--- config.mk ---
export PLATFORM = sky130hd
export DESIGN_NAME = mailbox_monitor
export DESIGN_NICKNAME = d
export VERILOG_FILES = /design/src/rtl/mailbox_monitor.sv
export SDC_FILE = /design/constraint.sdc
export NUM_CORES = 1
export LEC_CHECK = 0
export BUFFER_PORTS_ARGS = -buffer_cell sky130_fd_sc_hd__buf_2
export CORE_MARGIN = 2
export CORE_UTILIZATION = 53
export DETAILED_ROUTE_END_ITERATION = 7
export GPL_TIMING_DRIVEN = 0
export PLACE_DENSITY = 0.79
export SYNTH_ARGS = -nofsm -noshare
export SYNTH_HDL_FRONTEND = slang
export SYNTH_SLANG_ARGS = --single-unit
--- constraint.sdc ---
create_clock -name clk -period 4.3 [get_ports clk]
set_input_delay 0.215 -clock clk [delete_from_list [all_inputs] [get_ports clk]]
set_output_delay 0.215 -clock clk [all_outputs]
set_load 0.005 [all_outputs]
--- src/rtl/mailbox_monitor.sv ---
// mailbox_monitor: 16-byte memory-mapped mailbox with a completion flag,
// a result word, a free-running cycle counter and a watchdog.
// Register map (addr_i[3:2]): 0 FLAG (RW), 1 RESULT (RW), 2 CYCLES (RO),
// 3 STATUS (RO: bit0 done, bit1 timeout).
// Optional macro MAILBOX_DISPLAY_EN: when defined, simulation prints
// "result: <RESULT>" on completion and "timeout" on watchdog expiry.
//
// Bus handshake: gnt_o mirrors req_i (no back-pressure). Every granted
// request gets exactly one response, rvalid_o high for one cycle on the
// following cycle, with rdata_o/err_o valid only while rvalid_o is high
// (rdata_o is forced to zero otherwise).
//
// The FSM state is kept in the enumerated register state_q so checkers can
// bind to it directly.
module mailbox_monitor #(
    parameter logic [31:0] BASE_ADDR  = 32'h0000_0000,
    parameter logic [31:0] MAX_CYCLES = 32'd100000
) (
    input  logic        clk,
    input  logic        rst_n,
    input  logic        req_i,
    output logic        gnt_o,
    output logic        rvalid_o,
    input  logic [31:0] addr_i,
    input  logic        we_i,
    input  logic [3:0]  be_i,
    input  logic [31:0] wdata_i,
    output logic [31:0] rdata_o,
    output logic        err_o,
    output logic        done_o,
    output logic        timeout_o,
    output logic [31:0] result_o
);

    typedef enum logic [1:0] {
        ST_RUN     = 2'd0,
        ST_DONE    = 2'd1,
        ST_TIMEOUT = 2'd2
    } state_e;

    localparam logic [1:0] REG_FLAG   = 2'd0;
    localparam logic [1:0] REG_RESULT = 2'd1;
    localparam logic [1:0] REG_CYCLES = 2'd2;
    localparam logic [1:0] REG_STATUS = 2'd3;

    state_e      state_q, state_d;
    logic [31:0] flag_q, flag_d;
    logic [31:0] result_q, result_d;
    logic [31:0] cycles_q, cycles_d;
    logic        rvalid_q, rvalid_d;
    logic        err_q, err_d;
    logic [31:0] rdata_q, rdata_d;

    logic        in_window;
    logic [1:0]  reg_sel;
    logic        wr_ok;
    logic        flag_set;
    logic        wdog_hit;
    logic [31:0] rd_word;

    // Byte lanes of addr_i are irrelevant to a word-wide register file.
    logic        unused_addr_bits;
    assign unused_addr_bits = ^addr_i[1:0];

    // Merge write data into the old value under the byte enables.
    function automatic logic [31:0] apply_be(input logic [31:0] old_val,
                                             input logic [31:0] new_val,
                                             input logic [3:0]  be);
        logic [31:0] res;
        res = old_val;
        for (int i = 0; i < 4; i++) begin
            if (be[i]) res[8*i +: 8] = new_val[8*i +: 8];
        end
        return res;
    endfunction

    assign gnt_o     = req_i;
    assign in_window = (addr_i[31:4] == BASE_ADDR[31:4]);
    assign reg_sel   = addr_i[3:2];
    assign wr_ok     = req_i && we_i && in_window;

    // Register-file updates, cycle counter and watchdog compare.
    always_comb begin
        flag_d   = flag_q;
        result_d = result_q;
        cycles_d = cycles_q;
        if (wr_ok && (reg_sel == REG_FLAG))   flag_d   = apply_be(flag_q, wdata_i, be_i);
        if (wr_ok && (reg_sel == REG_RESULT)) result_d = apply_be(result_q, wdata_i, be_i);
        if ((state_q == ST_RUN) && (cycles_q != 32'hFFFF_FFFF)) cycles_d = cycles_q + 32'd1;
        // Completion is judged on the value the write leaves behind.
        flag_set = wr_ok && (reg_sel == REG_FLAG) && flag_d[0];
        // Compare the next count so timeout asserts on the edge CYCLES reaches the limit.
        wdog_hit = (MAX_CYCLES != 32'd0) && (cycles_d == MAX_CYCLES);
    end

    // Next-state logic: completion takes priority over a simultaneous watchdog hit.
    always_comb begin
        state_d = state_q;
        case (state_q)
            ST_RUN: begin
                if (flag_set)      state_d = ST_DONE;
                else if (wdog_hit) state_d = ST_TIMEOUT;
            end
            ST_DONE:    state_d = ST_DONE;
            ST_TIMEOUT: state_d = ST_TIMEOUT;
            default:    state_d = ST_RUN;
        endcase
    end

    // FSM outputs decoded from the current state only.
    always_comb begin
        done_o    = (state_q == ST_DONE);
        timeout_o = (state_q == ST_TIMEOUT);
    end

    // Read mux and response generation, sampled at the acceptance cycle.
    always_comb begin
        rd_word = 32'd0;
        case (reg_sel)
            REG_FLAG:   rd_word = flag_q;
            REG_RESULT: rd_word = result_q;
            REG_CYCLES: rd_word = cycles_q;
            REG_STATUS: rd_word = {30'd0, state_q == ST_TIMEOUT, state_q == ST_DONE};
            default:    rd_word = 32'd0;
        endcase
        rvalid_d = req_i;
        err_d    = req_i && !in_window;
        rdata_d  = (req_i && !we_i && in_window) ? rd_word : 32'd0;
    end

    // State register.
    always_ff @(posedge clk or negedge rst_n) begin
        if (!rst_n) state_q <= ST_RUN;
        else        state_q <= state_d;
    end

    // Datapath and response registers; reset drops any pending response.
    always_ff @(posedge clk or negedge rst_n) begin
        if (!rst_n) begin
            flag_q   <= 32'd0;
            result_q <= 32'd0;
            cycles_q <= 32'd0;
            rvalid_q <= 1'b0;
            err_q    <= 1'b0;
            rdata_q  <= 32'd0;
        end else begin
            flag_q   <= flag_d;
            result_q <= result_d;
            cycles_q <= cycles_d;
            rvalid_q <= rvalid_d;
            err_q    <= err_d;
            rdata_q  <= rdata_d;
        end
    end

    assign rvalid_o = rvalid_q;
    assign err_o    = err_q;
    assign rdata_o  = rdata_q;
    assign result_o = result_q;

`ifdef MAILBOX_DISPLAY_EN
    // Announce the terminal transition exactly once.
    always_ff @(posedge clk) begin
        if (rst_n && (state_q == ST_RUN)) begin
            if (state_d == ST_DONE)         $display("result: %0d", result_q);
            else if (state_d == ST_TIMEOUT) $display("timeout");
        end
    end
`else
`endif

endmodule

Word level (Yosys, flattened, before mapping)
Index checks and enable logic that the tools add are counted.
- input port bits: 72
- output and inout port bits: 69
- bits in registers: 132
- equality and inequality tests: 8
- reductions and logical operators: 22
- add/sub/neg operators: 1
- muxes and demuxes: 8
- operator list (cell ; number):
    one-hot mux 32 bit (4 select lines) ; 1
    two-way mux 32 bit ; 2
    adder 32 x 1 -> 32 bit, second input constant ; 1
    == test 32 x 17 -> 1 bit, second input constant ; 1
    != test 32 bit, second input constant ; 1
    zero test 28 bit ; 1
    AND reduction 2 bit ; 8
    logical AND 1 bit ; 9
    == test 2 bit, second input constant ; 3
    one-hot mux 2 bit (3 select lines) ; 1
    == test 2 x 1 -> 1 bit, second input constant ; 2
    zero test 2 bit ; 2
    two-way mux 2 bit ; 2
    != test 3 bit, second input constant ; 1
    zero test 1 bit ; 2
    two-way mux 1 bit ; 2

Depth between registers and ports, before layout
Gate-level depths: netlist of the first run.
- word-level depth: 7
- depth in mapped cells: 9

Least setup slack after synthesis of the first run
Ideal clock, no wire load.
- path type: register to register
- start point: register cycles_q[0]
- end point: register state_q[1]
- path slack: 1.821 ns
- setup time: 0.066 ns
- buffers on the path: 1
- data arrival time: 2.413 ns
- data required time: 4.234 ns
- stages on the path, launching flop included: 10
- period minus slack after synthesis: 2.479 ns
- cells stage by stage: dfrtp_1 > ha_1 > nand4_2 > nor4_4 > buf_6 > nor4b_1 > xor2_1 > a2111oi_1 > and4_4 > a31o_1
- longest elaborated chain between the ends: 5
- RTL lines (item ; line ; RTL):
    start: declaration ; 49 ; logic [31:0] cycles_q, cycles_d;
    start signal: assignment ; 149 ; cycles_q <= cycles_d;
    parallel branches: the longest is 2 deep, another holds adder 32 x 1 -> 32 bit ; -- ;
    two-way mux 32 bit (*) ; 89 ; if ((state_q == ST_RUN) && (cycles_q != 32'hFFFF_FFFF)) cycles_d = cycles_q + 32'd1;
    net cycles_d[30] ; 49 ;
    == test 32 x 17 -> 1 bit (*) ; 93 ; wdog_hit = (MAX_CYCLES != 32'd0) && (cycles_d == MAX_CYCLES);
    != test 3 bit (no source line) (*) ; -- ;
    end signal: assignment ; 134 ; else state_q <= state_d;
    end: declaration ; 46 ; state_e state_q, state_d;
Mark *: on every way through the listed nets, which the timed path passes.
A chain may end at the register's enable or synchronous reset.

Worst setup path in the final report of the first run
Ends and elaborated chain as after synthesis.

==> summary.log, run 1 <==
INFO  place          place_area=7010um^2
INFO  hold_path      hold_start=wdata_i[27]
INFO  die            initial_core_util=54.0%
INFO  synth          netlist_top_cells_area=sky130_fd_sc_hd__dfrtp_1 (54%), sky130_fd_sc_hd__mux2_2 (12%), sky130_fd_sc_hd__mux2i_1 (5.2%), sky130_fd_sc_hd__nor2_1 (4.4%), sky130_fd_sc_hd__xor2_1 (3.2%)
INFO  routing        detail_route.wirelength=14.9mm
INFO  synth          synthTopCellsByCount=sky130_fd_sc_hd__dfrtp_1 (132), sky130_fd_sc_hd__nor2_1 (72), sky130_fd_sc_hd__mux2_2 (66), sky130_fd_sc_hd__a21oi_1 (34), sky130_fd_sc_hd__mux2i_1 (32)
INFO  routing        route.antenna.remaining_nets=0
INFO  clocking       postCtsResizedCells=0
INFO  sta            setup_repair_after_global_routing_missed_its_margin=false
INFO  die            top_level_ports=141
INFO  setup_path     critical_path.reg2reg.endpoint=state_q[1]
INFO  flow_run       cap_violations=0
INFO  synth          yosys_register_bits=132
INFO  synth          dominant_cell_by_count_in_the_synthesized_netlist=sky130_fd_sc_hd__dfrtp_1
INFO  sta            fin_crit=3150ps
INFO  sta            timing.fmax=0.318GHz
INFO  place          dp_hpwl=10.5mm
INFO  routing        viasPerCell=5.63
INFO  synth          yosys.area.top_type_share=54.1%
INFO  clocking       clock-sinks=132
INFO  setup_path     timing.critical_path.from=cycles_q[0]
INFO  die            die_width=111um
INFO  die            chipHeight=111um
INFO  synth          synth_enable_flop_cells=0
INFO  layout         post-route-cell-area=7610um^2
INFO  clocking       cts.path.max_buffers=2
INFO  place          place.gp.congestion=0.885
INFO  synth          synth_flop_cell=sky130_fd_sc_hd__dfrtp_1
INFO  synth          ys_seq_area_share=54.1%
INFO  synth          ys_async_sr_fraction=100%
INFO  die            floorplan.die_area=12400um^2
INFO  routing        total_number_of_vias=4722
INFO  die            core-area=11300um^2
INFO  setup_path     ff2ff_setup_slack=1150ps
INFO  synth          netlist_area=6110um^2
INFO  run_status     outcome=complete, no violations
INFO  clocking       clock_insertion_delay_worst_skew=430ps
INFO  setup_path     worst-setup-path-type=register to register
INFO  global_route   grt_overflow=0
INFO  setup_path     timing.critical_path.required=4660ps
INFO  die            std_cell_rows=39
INFO  clocking       clkTransAtPathRegs=60ps
INFO  global_route   grt_usage=24.9%
INFO  place          numPortBuffers=137
INFO  layout         finish.net_count=756
INFO  setup_path     r2r_start=cycles_q[0]
INFO  hold_path      holdCritPathClass=primary input to register
INFO  setup_path     worst-r2r-cell-count=9
INFO  setup_path     cp_data_arrival_time=3500ps
INFO  sta            hold_violations=0
INFO  sta            setup_viol=0
INFO  routing        route.detailed.drc=0
INFO  setup_path     setup.worst_path.start_class=register
INFO  synth          postSynthNetCount=597
INFO  sta            timing_max_transition_violations_final=0
INFO  setup_path     worst-path-max-fanout=10
INFO  layout         drive_above_1_share=37.6%
INFO  pwr            power.ir.vdd_worst=0.000270V
INFO  global_route   maximum_number_of_pins_on_one_net_before_global_route_repair=75
INFO  synth          synth_unique_cells=50
INFO  setup_path     crit_path_end_kind=register
INFO  sta            tightestPinTransition=823ps
INFO  clocking       cts-root-buf=sky130_fd_sc_hd__clkbuf_16
INFO  global_route   first_global_vias=4894
INFO  routing        drt_pre_antenna_iters=5
INFO  routing        dr_wl_cell=17.8um
INFO  sta            tns=0ps
INFO  synth          synthCells=524
INFO  clocking       ctsHtreeMaxLevel=4
INFO  sta            max-slew-margin-rel=45.1%
INFO  global_route   grt_first_pass_wirelength=24.2mm
INFO  pwr            pwr_density_cell=360nW/um^2
INFO  global_route   antenna_violations_before_repair=0
INFO  pwr            cellLeakagePower=3.95nW
INFO  synth          yosys_warnings=0
INFO  sta            fin_crit_sh=73.1%
INFO  setup_path     crit_path_end=state_q[1]
INFO  sta            fin_worst_skew=11.6ps
INFO  synth          synth_largest_area_cell=sky130_fd_sc_hd__dfrtp_1
INFO  layout         num_antenna_cells=0
INFO  clocking       cts_tree=yes
INFO  clocking       tritoncts.num_buffers=17
INFO  synth          postSynthAreaPerCell=11.7um^2
INFO  routing        detailedRoute.firstIterationViolations=335
INFO  layout         area_delta_synth_final=24.6%
-- worst min-delay path by stage --
stage                   endpoint  slack, ps  cells after the start
floorplan            cycles_q[0]        -80                      0
global placement        rvalid_o        380                      1
detailed placement   result_o[9]        210                      1
CTS                  result_o[5]         30                      2
global route        result_o[26]         40                      2
finish              result_o[27]         30                      2
-- power breakdown --
| part | internal (mW) | switching, mW | total [mW] |
|---|---|---|---|
| clock | 0.881 | 0.513 | 1.39 |
| combinational | 0.0397 | 0.0620 | 0.102 |
| sequential | 1.24 | 0.000354 | 1.24 |
| total | 2.17 | 0.575 | 2.74 |
-- per-layer routing --
layer	up-vias	GRT usage, %	share of wire (%)	routed length [um]
met3	29	5.66	6.3	934
met1	2329	32.0	41	6120
met4	0	9.88	2.0	305
li1	2181	-	-	-
met2	183	41.4	51	7570
met5	-	0	0	0
-- state kept, by name, indices dropped and copies added (netlist names) --
| signal | flops |
|---|---|
| err_o | 1 |
| cycles_q | 32 |
| flag_q | 32 |
| result_o | 32 |
| rvalid_o | 1 |
| rdata_o | 32 |
| state_q | 2 |
-- placed cells by master, fill, tap and decap left out, types with 3 or more instances in the layout --
cell type,instances
sky130_fd_sc_hd__dfrtp_1,132
sky130_fd_sc_hd__a211oi_1,5
sky130_fd_sc_hd__nor2b_1,7
sky130_fd_sc_hd__nor3_1,4
sky130_fd_sc_hd__nor4_1,14
sky130_fd_sc_hd__clkbuf_2,3
sky130_fd_sc_hd__a21oi_1,34
sky130_fd_sc_hd__mux2i_1,32
sky130_fd_sc_hd__nor2_1,72
sky130_fd_sc_hd__buf_2,142
sky130_fd_sc_hd__and3_1,5
sky130_fd_sc_hd__mux2_2,66
sky130_fd_sc_hd__nor4b_1,3
sky130_fd_sc_hd__clkinvlp_4,3
sky130_fd_sc_hd__nand4_1,6
sky130_fd_sc_hd__clkbuf_16,17
sky130_fd_sc_hd__clkbuf_8,6
sky130_fd_sc_hd__clkinv_2,4
sky130_fd_sc_hd__clkbuf_1,15
sky130_fd_sc_hd__inv_1,3
sky130_fd_sc_hd__nand2_1,25
sky130_fd_sc_hd__nand4_2,3
sky130_fd_sc_hd__xor2_1,22
sky130_fd_sc_hd__nand3_1,17
sky130_fd_sc_hd__xnor2_1,11
-- layout make-up --
type	instances	area (um^2)
repair buffers	140	739
clock inverters	8	72.6
clock buffers	24	512
well taps	143	179
plain buffers	28	131
flip-flops and latches	132	3300
inverters	3	11.3
fillers	869	3710
multi-input cells	361	2670
-- cells by family (layout without fill, tap and decap cells) --
kind of cell / count (synthesis) / after routing / synth area share [%]
AOI/OAI and AO/OA: 53 / 53 / 5.28
xor gates and xnor gates: 33 / 33 / 4.73
adders and majority gates: 1 / 1 / 0.205
buffers and inverters: 31 / 203 / 2.33
DFF: 132 / 132 / 54.1
muxes: 100 / 100 / 18.1
and+or+nand+nor: 174 / 174 / 15.3
-- critical path, stage by stage (launching register included) --
cell,delay [ps]
sky130_fd_sc_hd__dfrtp_1,480
sky130_fd_sc_hd__ha_1,330
sky130_fd_sc_hd__nand4_2,260
sky130_fd_sc_hd__nor4_4,660
sky130_fd_sc_hd__buf_6,240
sky130_fd_sc_hd__nor4_1,70
sky130_fd_sc_hd__xor2_1,170
sky130_fd_sc_hd__nor4_1,420
sky130_fd_sc_hd__nor4b_1,270
sky130_fd_sc_hd__a31o_1,180
-- timing repair --
action / in CTS / in global routing
hold endpoints to repair: 59 / 0
buffers inserted: 0 / 0
endpoints found under the setup margin: 0 / 0
hold buffers: 2 / 0
-- through the flow --
stage | hold WS (ps) | utilization, % | total power, mW | setup slack [ps] | instances
2_1_floorplan | -80.6 | - | 1.29 | 1820 | 524
3_3_place_gp | 381 | 61.6 | 1.36 | 1320 | 804
3_5_place_dp | 214 | 61.9 | 1.37 | 1230 | 805
4_1_cts | 31.1 | 67.3 | 2.76 | 1210 | 839
5_1_grt | 39.8 | 67.3 | 2.82 | 931 | 839
6_report | 31.0 | 67.3 | 2.74 | 1150 | 839
(Power assumes the default switching activity.)
==> run 2: changes to the inputs <==
Clock period 4.3 ns to 3.1 ns, I/O delays scaled along.
==> summary.log, run 2 (synthesis gave the netlist of run 1 again) <==
INFO  run_status     outcome=complete, no violations [unchanged]
INFO  routing        drt_pre_antenna_iters=5 [unchanged]
INFO  global_route   top_usage_layer=met2 [unchanged]
INFO  layout         finish.net_count=789 [was 756]
INFO  sta            timing.fmax=0.347GHz [was 0.318 GHz]
INFO  global_route   antenna_violations_before_repair=0 [unchanged]
INFO  die            initial_core_util=54.0% [unchanged]
INFO  flow_run       cap_violations=0 [unchanged]
INFO  layout         num_antenna_cells=0 [unchanged]
INFO  sta            fin_worst_skew=8.23ps [was 11.6 ps]
INFO  clocking       cts.path.max_buffers=2 [unchanged]
INFO  routing        detailedRoute.firstIterationViolations=367 [was 335]
INFO  global_route   grt_usage=25.8% [was 24.9%]
INFO  place          place.gp.congestion=0.885 [unchanged]
INFO  global_route   met1_layer_usage_reported_by_global_route=32.9% [was 32.0%]
INFO  routing        route.antenna.remaining_nets=0 [unchanged]
INFO  die            die_width=111um [unchanged]
INFO  die            std_cell_rows=39 [unchanged]
INFO  clocking       cts-root-buf=sky130_fd_sc_hd__clkbuf_16 [unchanged]
INFO  setup_path     ff2ff_setup_slack=220ps [was 1150 ps]
INFO  sta            setup_repair_after_global_routing_missed_its_margin=false [unchanged]
INFO  die            floorplan.die_area=12400um^2 [unchanged]
INFO  sta            tns=0ps [unchanged]
INFO  clocking       ctsHtreeMaxLevel=4 [unchanged]
INFO  clocking       clock_insertion_delay_worst_skew=420ps [was 430 ps]
INFO  sta            fin_crit_sh=92.9% [was 73.1%]
INFO  setup_path     worst-r2r-cell-count=8 [was 9]
INFO  clocking       clkTransAtPathRegs=60ps [about the same]
INFO  clocking       clock-sinks=132 [unchanged]
INFO  hold_path      min_delay_path_depth=2 [unchanged]
INFO  pwr            power.ir.vdd_worst=0.000381V [was 0.000270 V]
INFO  routing        total_number_of_vias=4873 [was 4722]
INFO  setup_path     setup.worst_path.start_class=register [unchanged]
INFO  sta            tightestPinTransition=841ps [was 823 ps]
INFO  layout         drive_above_1_share=36.5% [was 37.6%]
INFO  layout         area_delta_synth_final=30.1% [was 24.6%]
INFO  global_route   maximum_number_of_pins_on_one_net_before_global_route_repair=75 [unchanged]
INFO  global_route   met3_resource_use_gr=5.66% [unchanged]
INFO  pwr            pwr_density_cell=482nW/um^2 [was 360 nW/um^2]
INFO  sta            fin_crit=2880ps [was 3150 ps]
INFO  place          dp_hpwl=10.5mm [unchanged]
INFO  sta            timing_max_transition_violations_final=0 [unchanged]
INFO  global_route   grt_first_pass_wirelength=25.0mm [was 24.2 mm]
INFO  die            chipHeight=111um [unchanged]
INFO  pwr            cellLeakagePower=4.10nW [was 3.95 nW]
INFO  layout         mostFrequentLayoutCell=sky130_fd_sc_hd__buf_2 [unchanged]
INFO  routing        detail_route.wirelength=15.4mm [was 14.9 mm]
INFO  sta            setup_viol=0 [unchanged]
INFO  routing        dr_wl_cell=17.6um [was 17.8 um]
INFO  setup_path     worst-path-max-fanout=10 [unchanged]
INFO  die            top_level_ports=141 [unchanged]
INFO  global_route   grt_use_met2=43.3% [was 41.4%]
INFO  global_route   grt_overflow=0 [unchanged]
INFO  setup_path     worst-setup-path-type=register to register [unchanged]
INFO  sta            max-slew-margin-rel=43.9% [was 45.1%]
INFO  place          numPortBuffers=137 [unchanged]
INFO  global_route   first_global_vias=5062 [was 4894]
INFO  layout         finalNonFillerCells=872 [was 839]
INFO  routing        viasPerCell=5.59 [was 5.63]
INFO  layout         most-common-layout-cells=sky130_fd_sc_hd__buf_2 (142), sky130_fd_sc_hd__dfrtp_1 (132), sky130_fd_sc_hd__nor2_1 (72), sky130_fd_sc_hd__mux2_2 (66), sky130_fd_sc_hd__a21oi_1 (34) [unchanged]
INFO  clocking       cts_tree=yes [unchanged]
INFO  place          placed_cells=805 [unchanged]
INFO  setup_path     crit_path_end_kind=register [unchanged]
INFO  setup_path     timing.critical_path.required=3460ps [was 4660 ps]
INFO  routing        route.detailed.drc=0 [unchanged]
INFO  clocking       tritoncts.num_buffers=17 [unchanged]
INFO  layout         filler_cell_count=836 [was 869]
INFO  hold_path      holdCritPathClass=primary input to register [unchanged]
INFO  sta            hold_violations=0 [unchanged]
INFO  setup_path     cp_data_arrival_time=3240ps [was 3500 ps]
INFO  die            core-area=11300um^2 [unchanged]
## run 2: report_power, final
| part | total (mW) | switching (mW) | internal (mW) |
|---|---|---|---|
| Combinational | 0.171 | 0.0916 | 0.0797 |
| Clock | 1.94 | 0.713 | 1.22 |
| Sequential | 1.73 | 0.000490 | 1.73 |
| Total | 3.83 | 0.806 | 3.03 |
## run 2: final timing paths
kind,from,end
worst max register to register,cycles_q[0],state_q[1]
worst min register to register,flag_q[9],flag_q[9]
max in group asynchronous,rst_n,rdata_o[28]
min in group asynchronous,rst_n,flag_q[8]
worst max-delay path,cycles_q[0],state_q[1]
worst min-delay path,wdata_i[31],result_o[31]
## run 2: worst max-delay path, cell delays in order, from the launching register on
cell	delay, ps
sky130_fd_sc_hd__dfrtp_1	480
sky130_fd_sc_hd__ha_1	330
sky130_fd_sc_hd__nand4_2	280
sky130_fd_sc_hd__nand4b_4	360
sky130_fd_sc_hd__nor4b_1	400
sky130_fd_sc_hd__xor2_1	160
sky130_fd_sc_hd__a2111oi_1	370
sky130_fd_sc_hd__and4_4	290
sky130_fd_sc_hd__a31o_1	140
## run 2: area by class of cell
cell class	count	area [um^2]	share of cell area [%]
repair buffers	173	1060	13.4
clock inverters	8	72.6	0.913
inverters	3	11.3	0.142
plain buffers	28	131	1.65
multi-input cells	361	2680	33.7
well taps	143	179	2.25
flip-flops and latches	132	3300	41.5
clock buffers	24	512	6.43
## run 2: timing repair
| item | in CTS | in global routing |
|---|---|---|
| hold buffers | 32 | 0 |
| buffers inserted | 0 | 3 |
| endpoints found under the hold margin | 117 | 0 |
| endpoints found under the setup margin | 0 | 1 |
| resized for setup | 0 | 3 |
## run 2: per-stage QoR
| stage | hold slack [ps] | power (mW) | worst slack [ps] | instance area [um^2] | utilization (%) |
|---|---|---|---|---|---|
| 2_1_floorplan | -141 | 1.79 | 621 | 6110 | - |
| 3_3_place_gp | 321 | 1.89 | 123 | 6980 | 61.6 |
| 3_5_place_dp | 154 | 1.90 | 28.8 | 7010 | 61.9 |
| 4_1_cts | 1.67 | 3.85 | 7.74 | 7910 | 69.9 |
| 5_1_grt | 11.7 | 3.95 | 48.4 | 7950 | 70.2 |
| 6_report | 4.28 | 3.83 | 221 | 7950 | 70.2 |
## run 2: metal layers
| layer | up-vias | routed length [um] |
|---|---|---|
| met5 | - | 0 |
| met4 | 0 | 369 |
| met3 | 30 | 911 |
| met2 | 186 | 7890 |
| met1 | 2407 | 6210 |
| li1 | 2250 | - |
==> run 3: changes to the inputs <==
Clock period 3.1 ns to 3.2 ns, I/O delays scaled along.
==> summary.log, run 3 (synthesis gave the netlist of run 1 again) <==
INFO  pwr            power.ir.vdd_worst=0.000368V [was 0.000381 V]
INFO  pwr            pwr_density_cell=469nW/um^2 [was 482 nW/um^2]
INFO  layout         area_delta_synth_final=29.4% [was 30.1%]
INFO  setup_path     critical_path.reg2reg.endpoint=state_q[1] [unchanged]
INFO  die            core-area=11300um^2 [unchanged]
INFO  routing        dr_wl_cell=17.6um [about the same]
INFO  setup_path     setup.worst_path.start_class=register [unchanged]
INFO  routing        route.detailed.drc=0 [unchanged]
INFO  routing        viasPerCell=5.59 [about the same]
INFO  layout         mostFrequentLayoutCell=sky130_fd_sc_hd__buf_2 [unchanged]
INFO  clocking       clock_insertion_delay_worst_skew=420ps [about the same]
INFO  place          place.gp.congestion=0.885 [unchanged]
INFO  die            initial_core_util=54.0% [unchanged]
INFO  setup_path     timing.critical_path.required=3560ps [was 3460 ps]
INFO  setup_path     critical_path.cell_chain=ha_1, nand4_2, nand4b_4, nor4_1, xor2_1, nor4_1, nor4b_1, a31o_1 [was ha_1, nand4_2, nand4b_4, nor4b_1, xor2_1, a2111oi_1, and4_4, a31o_1]
INFO  clocking       cts.path.max_buffers=2 [unchanged]
INFO  global_route   maximum_number_of_pins_on_one_net_before_global_route_repair=75 [unchanged]
INFO  die            floorplan.die_area=12400um^2 [unchanged]
INFO  routing        total_number_of_vias=4854 [was 4873]
INFO  global_route   first_global_vias=5022 [was 5062]
INFO  global_route   grt_first_pass_wirelength=24.9mm [was 25.0 mm]
INFO  layout         ff_latch_area=3300um^2 [unchanged]
INFO  routing        route.antenna.remaining_nets=0 [unchanged]
INFO  sta            setup_repair_after_global_routing_missed_its_margin=false [unchanged]
INFO  sta            fin_crit=2910ps [was 2880 ps]
INFO  layout         multi_input_comb_area=2680um^2 [about the same]
INFO  pwr            total_switching_power=0.777mW [was 0.806 mW]
INFO  setup_path     cp_data_arrival_time=3270ps [was 3240 ps]
INFO  sta            timing_max_transition_violations_final=0 [unchanged]
INFO  routing        drt_pre_antenna_iters=7 [was 5]
INFO  setup_path     crit_path_end_kind=register [unchanged]
INFO  sta            tightestPinTransition=844ps [was 841 ps]
INFO  global_route   grt_usage=25.6% [was 25.8%]
INFO  sta            timing.fmax=0.343GHz [was 0.347 GHz]
INFO  die            std_cell_rows=39 [unchanged]
INFO  setup_path     worst_path_max_delay_cell=sky130_fd_sc_hd__dfrtp_1 [unchanged]
INFO  pwr            pwr-share-comb=4.4% [was 4.5%]
INFO  pwr            share_seq_of_total_power=45.1% [was 45.0%]
INFO  clocking       tritoncts.num_buffers=17 [unchanged]
INFO  layout         filler_cell_count=844 [was 836]
INFO  sta            fin_worst_skew=10.1ps [was 8.23 ps]
INFO  setup_path     r2r_start=cycles_q[0] [unchanged]
INFO  layout         finish.net_count=785 [was 789]
INFO  sta            tns=0ps [unchanged]
INFO  routing        detailedRoute.firstIterationViolations=345 [was 367]
INFO  global_route   grt_overflow=0 [unchanged]
INFO  pwr            switching_share=21.0% [about the same]
INFO  setup_path     cpPeakStageDelay=470ps [was 480 ps]
INFO  clocking       cts-root-buf=sky130_fd_sc_hd__clkbuf_16 [unchanged]
INFO  die            die_width=111um [unchanged]
INFO  setup_path     ff2ff_setup_slack=290ps [was 220 ps]
INFO  hold_path      min_to=result_o[31] [unchanged]
INFO  hold_path      min_delay_path_depth=2 [unchanged]
INFO  sta            hold_violations=0 [unchanged]
INFO  die            chipHeight=111um [unchanged]
INFO  setup_path     worst-path-max-fanout=10 [unchanged]
INFO  place          place_area=7010um^2 [unchanged]
INFO  die            top_level_ports=141 [unchanged]
INFO  clocking       clkTransAtPathRegs=60ps [about the same]
INFO  hold_path      hold_start=wdata_i[31] [unchanged]
INFO  place          numPortBuffers=137 [unchanged]
INFO  layout         most-common-layout-cells=sky130_fd_sc_hd__buf_2 (142), sky130_fd_sc_hd__dfrtp_1 (132), sky130_fd_sc_hd__nor2_1 (72), sky130_fd_sc_hd__mux2_2 (66), sky130_fd_sc_hd__a21oi_1 (34) [unchanged]
INFO  sta            fin_crit_sh=91.0% [was 92.9%]
INFO  routing        detail_route.wirelength=15.3mm [was 15.4 mm]
INFO  pwr            power.clock.fraction=50.5% [about the same]
INFO  hold_path      holdCritPathClass=primary input to register [unchanged]
INFO  layout         num_antenna_cells=0 [unchanged]
INFO  setup_path     worst-r2r-cell-count=8 [unchanged]
INFO  clocking       ctsHtreeMaxLevel=4 [unchanged]
INFO  setup_path     crit_top_cell=sky130_fd_sc_hd__nor4_1
INFO  pwr            internal_power=2.93mW [was 3.03 mW]
INFO  sta            setup_viol=0 [unchanged]
INFO  clocking       cts_tree=yes [unchanged]
INFO  layout         drive_above_1_share=36.6% [was 36.5%]
INFO  layout         post-route-cell-area=7910um^2 [was 7950 um^2]
INFO  flow_run       cap_violations=0 [unchanged]
INFO  pwr            cellLeakagePower=4.09nW [was 4.10 nW]
INFO  clocking       clock-sinks=132 [unchanged]
INFO  setup_path     worst-setup-path-type=register to register [unchanged]
INFO  place          dp_hpwl=10.5mm [unchanged]
INFO  global_route   antenna_violations_before_repair=0 [unchanged]
INFO  run_status     outcome=complete, no violations [unchanged]
INFO  sta            max-slew-margin-rel=43.7% [was 43.9%]
run 3: cell types whose count changed in the layout (fill, tap and decap cells not counted), sizes merged:
cell / delta
dlygate4sd3: -4
run 3: per-layer routing:
metal	track usage [%]	vias to the layer above	part of all wire, %
met3	5.66	29	6.2
met4	10.2	0	2.3
met5	0	-	0
met2	42.8	194	51
met1	32.7	2392	40
li1	-	2239	-
run 3: worst max-delay path by stage:
stage,slack [ps],end,from
finish,290,state_q[1],cycles_q[0]
global route,90,state_q[1],cycles_q[0]
CTS,110,state_q[1],cycles_q[0]
detailed placement,130,state_q[1],cycles_q[0]
global placement,220,state_q[1],cycles_q[0]
floorplan,720,state_q[1],cycles_q[0]
run 3: worst max-delay path: cells and delay by family, from the launching register on:
kind | cells | cell delay, ps
and+or+nand+nor | 5 | 1730
DFF | 1 | 470
xor gates and xnor gates | 1 | 140
adders and majority gates | 1 | 320
AOI/OAI and AO/OA | 1 | 180
run 3: what timing repair did:
action | in CTS | in global routing
setup buffers | 0 | 3
resized for setup | 0 | 2
hold buffers | 28 | 0
endpoints found under the setup margin | 0 | 1
hold endpoints to repair | 106 | 0
run 3: final cells by class:
class                           instances  share of cell area [%]
Inverter                                3                   0.142
Clock buffer                           24                    6.47
Timing Repair Buffer                  169                    12.9
Buffer                                 28                    1.66
Tap cell                              143                    2.26
Clock inverter                          8                   0.918
Sequential cell                       132                    41.8
Multi-Input combinational cell        361                    33.8
run 3: through the flow:
| stage | cells | worst slack, ps | power [mW] | hold WS, ps | util, % |
|---|---|---|---|---|---|
| 2_1_floorplan | 524 | 721 | 1.74 | -136 | - |
| 3_3_place_gp | 804 | 223 | 1.83 | 326 | 61.6 |
| 3_5_place_dp | 805 | 129 | 1.84 | 159 | 61.9 |
| 4_1_cts | 865 | 108 | 3.73 | 0.0893 | 69.6 |
| 5_1_grt | 868 | 89.9 | 3.82 | 3.58 | 69.8 |
| 6_report | 868 | 288 | 3.71 | 6.98 | 69.8 |
run 3: power groups by stage:
| stage | Clock (mW) | Sequential, mW | Combinational [mW] |
|---|---|---|---|
| 6_report | 1.87 | 1.67 | 0.162 |
| 5_1_grt | 1.97 | 1.67 | 0.178 |
| 4_1_cts | 1.89 | 1.67 | 0.164 |
| 3_5_place_dp | 0 | 1.70 | 0.137 |
| 3_3_place_gp | 0 | 1.70 | 0.128 |
| 2_1_floorplan | 0 | 1.70 | 0.0361 |
